[src/rtl/mips_pkg.sv]
// Shared definitions for the MIPS pipeline front end.
// Holds the datapath widths, the default reset PC and the fetch FSM state type.
package mips_pkg;

    localparam int ADDR_W  = 32;
    localparam int INSTR_W = 32;

    localparam logic [ADDR_W-1:0] DEFAULT_RESET_PC = 32'h0000_0000;

    typedef enum logic {
        S_REQ  = 1'b0,
        S_HOLD = 1'b1
    } fetch_state_t;

endpackage

[src/rtl/pc_reg.sv]
// Program counter register with word-aligned load and increment-by-4.
// A load takes priority over the increment.
module pc_reg
    import mips_pkg::*;
#(
    parameter logic [ADDR_W-1:0] RESET_PC = DEFAULT_RESET_PC
) (
    input  logic              clk,
    input  logic              rst,
    input  logic              load_en,
    input  logic [ADDR_W-1:0] load_val,
    input  logic              inc_en,
    output logic [ADDR_W-1:0] pc,
    output logic [ADDR_W-1:0] pc_plus4
);

    logic [ADDR_W-1:0] pc_q;
    logic [ADDR_W-1:0] pc_d;

    // Wraps modulo 2^32 naturally.
    assign pc_plus4 = pc_q + ADDR_W'(4);
    assign pc       = pc_q;

    always_comb begin
        pc_d = pc_q;
        if (load_en) begin
            pc_d = load_val & ~ADDR_W'(3);
        end else if (inc_en) begin
            pc_d = pc_plus4;
        end
    end

    always_ff @(posedge clk or posedge rst) begin
        if (rst) begin
            pc_q <= RESET_PC;
        end else begin
            pc_q <= pc_d;
        end
    end

endmodule

[src/rtl/instr_fetch_unit.sv]
// Instruction fetch: PC, memory request handshake and a one-entry output buffer
// toward decode with valid/ready flow control.
//
//   state  | meaning
//   -------+-------------------------------------------------------------
//   S_REQ  | buffer empty, request outstanding at Imem_Addr = PC
//   S_HOLD | buffer full, next request issued only when decode consumes
module instr_fetch_unit
    import mips_pkg::*;
#(
    parameter logic [ADDR_W-1:0] RESET_PC = DEFAULT_RESET_PC
) (
    input  logic               Clk,
    input  logic               Reset,
    input  logic [ADDR_W-1:0]  Next_PC,
    input  logic               PC_Load,
    output logic [ADDR_W-1:0]  PC_Plus4,
    output logic               Imem_Req,
    output logic [ADDR_W-1:0]  Imem_Addr,
    input  logic               Imem_Ack,
    input  logic [INSTR_W-1:0] Imem_Data,
    output logic [INSTR_W-1:0] Instr,
    output logic [ADDR_W-1:0]  Instr_PC,
    output logic               Instr_Valid,
    input  logic               Instr_Ready
);

    fetch_state_t       state_q, state_d;
    logic [INSTR_W-1:0] instr_q, instr_d;
    logic [ADDR_W-1:0]  instr_pc_q, instr_pc_d;
    logic               valid_q, valid_d;
    logic [ADDR_W-1:0]  pc;
    logic               fetch;

    pc_reg #(
        .RESET_PC (RESET_PC)
    ) u_pc_reg (
        .clk      (Clk),
        .rst      (Reset),
        .load_en  (PC_Load),
        .load_val (Next_PC),
        .inc_en   (fetch),
        .pc       (pc),
        .pc_plus4 (PC_Plus4)
    );

    assign Imem_Addr = pc;

    always_ff @(posedge Clk or posedge Reset) begin
        if (Reset) begin
            state_q <= S_REQ;
        end else begin
            state_q <= state_d;
        end
    end

    always_comb begin
        state_d = state_q;
        if (PC_Load) begin
            state_d = S_REQ;
        end else begin
            case (state_q)
                S_REQ:   if (Imem_Ack) state_d = S_HOLD;
                S_HOLD:  if (Instr_Ready && !Imem_Ack) state_d = S_REQ;
                default: state_d = S_REQ;
            endcase
        end
    end

    // Request in S_HOLD follows Instr_Ready combinationally for back-to-back fetch.
    always_comb begin
        Imem_Req = 1'b0;
        if (!Reset) begin
            Imem_Req = (state_q == S_REQ) || Instr_Ready;
        end
        fetch = Imem_Req && Imem_Ack && !PC_Load;
    end

    always_comb begin
        instr_d    = instr_q;
        instr_pc_d = instr_pc_q;
        valid_d    = valid_q;
        if (PC_Load) begin
            valid_d = 1'b0;
        end else if (fetch) begin
            instr_d    = Imem_Data;
            instr_pc_d = pc;
            valid_d    = 1'b1;
        end else if (valid_q && Instr_Ready) begin
            valid_d = 1'b0;
        end
    end

    always_ff @(posedge Clk or posedge Reset) begin
        if (Reset) begin
            instr_q    <= '0;
            instr_pc_q <= '0;
            valid_q    <= 1'b0;
        end else begin
            instr_q    <= instr_d;
            instr_pc_q <= instr_pc_d;
            valid_q    <= valid_d;
        end
    end

    assign Instr       = instr_q;
    assign Instr_PC    = instr_pc_q;
    assign Instr_Valid = valid_q;

endmodule
[config.mk]
export PLATFORM = sky130hd
export DESIGN_NAME = instr_fetch_unit
export DESIGN_NICKNAME = d
export VERILOG_FILES = /design/src/rtl/mips_pkg.sv /design/src/rtl/pc_reg.sv /design/src/rtl/instr_fetch_unit.sv
export SDC_FILE = /design/constraint.sdc
export NUM_CORES = 1
export LEC_CHECK = 0
export ABC_CLOCK_PERIOD_IN_PS = 4760
export CAP_MARGIN = 15
export CORE_MARGIN = 2
export CORE_UTILIZATION = 45
export CTS_CLUSTER_DIAMETER = 120
export DETAILED_ROUTE_END_ITERATION = 6
export PLACE_DENSITY = 0.84
export SYNTH_ARGS = -nofsm -noshare
export SYNTH_HDL_FRONTEND = slang
export SYNTH_HIERARCHICAL = 1
export SYNTH_SLANG_ARGS = --single-unit
[constraint.sdc]
create_clock -name Clk -period 4.76 [get_ports Clk]
set_clock_uncertainty 0.2 [all_clocks]
set_input_delay 0.476 -clock Clk [delete_from_list [all_inputs] [get_ports Clk]]
set_output_delay 0.476 -clock Clk [all_outputs]
set_load 0.02 [all_outputs]
==> results.cfg <==
[place]
gp_congestion = 0.831
dp.final_hpwl_microns = 9580
place.port_buffers = 192

[final_layout]
antenna-diode-count = 0
utilization_pct = 67.4
num-fill-cells = 801
finalNetCount = 683
area_growth_pct = 44.9
drive_gt1_share_pct = 9.39

[sta]
tightest_slew_ns = 1.03
setup_violations = 0
hold_violations = 0
slew-limit-headroom_pct = 30.8
maxSlewViolCount = 0
post-route-period-util_pct = 81.0
timing.hold.ws_ns = 0.291
post-route-min-period_ns = 3.86
rsz0062_at_grt = false
fin_setup_tns_ns = 0
timing.fmax_mhz = 259

[floorplan]
die_h_microns = 107
placeableCoreArea_sq_mm = 0.0103
die_width_microns = 107
boundaryPins = 199
initial_core_util_pct = 46.5
dieArea_sq_mm = 0.0115
rows = 37

[setup_path]
cp.arrival_ns = 3.18
critPathCaptureType = primary output
worstRegToRegCells = 6
path_max_fanout = 10
cp-start-kind = flip-flop
rrSetupSlack_ns = 1.94
critPathRequiredTime_ns = 4.08
timing.rr.start = state_q
r2r-end = u_pc_reg/pc[24]
crit_type = reg -> out

[clock_network]
cts_setup_buffers = 0
clk_pin_slew_ns = 0.09
insertion_delay_ns = 0.36
clk_root_buffer_cell = clkbuf_8
cts_resized = 0
cts_tree = yes
hold_buffers = 0
htreeDepth = 3
cts_made_buffers = 9
clk_path_buf_depth = 2
clock-sinks = 96

[synthesis]
postSynthAreaPerCell_sq_um = 11.1
synth_warnings = 6
ys_seq_area_share_pct = 50.1
synth_async_sr_flop_share_pct = 100
ys_types = 38
synth_cells = 433
synth-seq-cells = 96
synth_edf_count = 0
netlist_area_sq_mm = 0.00480
synthFlopType = dfrtp_1

[min_path]
hold_depth = 1
hp-start = Instr[6]
min_to = Instr[6]
hp-class = reg -> reg

[power_and_ir_drop]
seq_power_share_pct = 43.4
power.share.clock_pct = 21.6
power_leakage_nw = 2.74
vdd_drop_max_uv = 164
pwr-share-comb_pct = 35.0
swShare_pct = 33.3
p_int_mw = 1.66
switchingPower_mw = 0.832
cellPowerDensity_mw_per_mm2 = 359

[drt]
vias = 4020
ant_nets = 0
first_pass_iters = 4
viasPerCell = 5.33
drt_iter0_markers = 210
wire_per_inst_microns = 17.7
route.detailed.drc = 0
wirelength_microns = 13300

[grt]
grt_overflow = 0
track_usage_pct = 22.7
grt_start_max_net_pins = 57
grt_pass1_wl_microns = 20500
grt_pass1_vias = 3942
antenna_found_initial = 0

[outcome]
status = finished, final reports clean

[run]
cap_violations = 0
[kinds of logic after synthesis]
family	after synthesis	share of synthesized area [%]
and+or+nand+nor	147	16.8
other	1	0.0781
xor gates and xnor gates	41	7.48
adders and majority gates	1	0.261
AOI/OAI and AO/OA	40	5.40
buffers and inverters	42	4.67
DFF	96	50.1
muxes	65	15.2
[per-stage QoR]
step	total power, mW	std cells	worst slack [ns]	area (sq um)
finish	2.50	754	0.904	6960
global route	2.61	754	0.722	6960
CTS	2.52	754	0.899	6960
detailed placement	1.98	738	1.29	6760
global placement	1.95	738	1.35	6760
floorplan	1.50	436	1.73	4810
[critical path, stage by stage (launching register included)]
cell and delay (ns):
dfrtp_1 0.57, nand4_4 0.20, or4_1 0.68, or4_1 0.57, xnor2_1 0.16, clkdlybuf4s50_1 0.65
[layer usage]
layer | track usage, % | vias up | part of all wire (%)
li1 | - | 1891 | -
met1 | 29.5 | 1944 | 42
met2 | 37.7 | 169 | 49
met3 | 5.08 | 16 | 8.3
met4 | 6.86 | 0 | 1.3
met5 | 0 | - | 0
[cells in the final DEF (no fill, tap or decap), types with 3 or more instances in the layout]
master,count
nand2_1,43
or2_2,3
xor2_1,16
clkdlybuf4s50_1,191
mux2_1,40
nor4_1,4
mux2_2,24
nor3_1,7
xnor2_1,25
and2_1,3
clkbuf_8,9
or4_1,14
o31ai_1,5
nor2_1,26
conb_1,4
and4_1,8
inv_1,8
dfrtp_1,96
nand4_1,15
nand3_1,14
o21ai_0,16
a31oi_1,9
buf_4,7
o211ai_1,4
[synthesized netlist by cell type (all sizes together) (2+ instances only)]
master,count,area [sq um]
or4,16,128
inv,9,33.8
and2,3,18.8
nand2,43,161
mux2,64,721
nor3,7,35.0
nand4,16,115
clkbuf,16,60.1
or3,2,12.5
o31ai,5,37.5
and4,8,70.1
o21ai,16,80.1
xnor2,25,219
buf,17,130
nand3,14,70.1
nor4,4,25.0
o311ai,2,17.5
nor3b,2,15.0
a31o,2,17.5
xor2,16,140
or2,3,18.8
a31oi,9,56.3
dfrtp,96,2400
o211ai,4,30.0
a311o,2,20.0
nor2,26,97.6
[worst max-delay path by stage]
stage | startpoint | to | slack [ns] | cells past startpoint
after CTS | u_pc_reg/pc[7] | PC_Plus4[25] | 0.90 | 5
after global placement | u_pc_reg/pc[7] | PC_Plus4[25] | 1.35 | 5
final | u_pc_reg/pc[7] | PC_Plus4[25] | 0.90 | 5
after global routing | u_pc_reg/pc[7] | PC_Plus4[21] | 0.72 | 5
after floorplan | u_pc_reg/pc[7] | PC_Plus4[25] | 1.73 | 5
after detailed placement | u_pc_reg/pc[7] | PC_Plus4[25] | 1.29 | 5
[power groups by stage]
| stage | sequential (mW) | clock (mW) | combinational [mW] |
|---|---|---|---|
| after floorplan | 1.25 | 0 | 0.254 |
| final | 1.08 | 0.540 | 0.873 |
| after CTS | 1.08 | 0.554 | 0.881 |
| after global placement | 1.09 | 0 | 0.863 |
| after detailed placement | 1.10 | 0 | 0.877 |
| after global routing | 1.10 | 0.585 | 0.921 |
[final cells by class]
class / instances / area, sq um / area share [%]
clock buffers: 10 / 128 / 1.83
clock inverters: 6 / 68.8 / 0.989
inverters: 9 / 33.8 / 0.486
multi-input cells: 298 / 2180 / 31.4
flip-flops and latches: 96 / 2400 / 34.5
well taps: 136 / 170 / 2.45
repair buffers: 199 / 1970 / 28.3
Power figures use the tool's default switching activity.
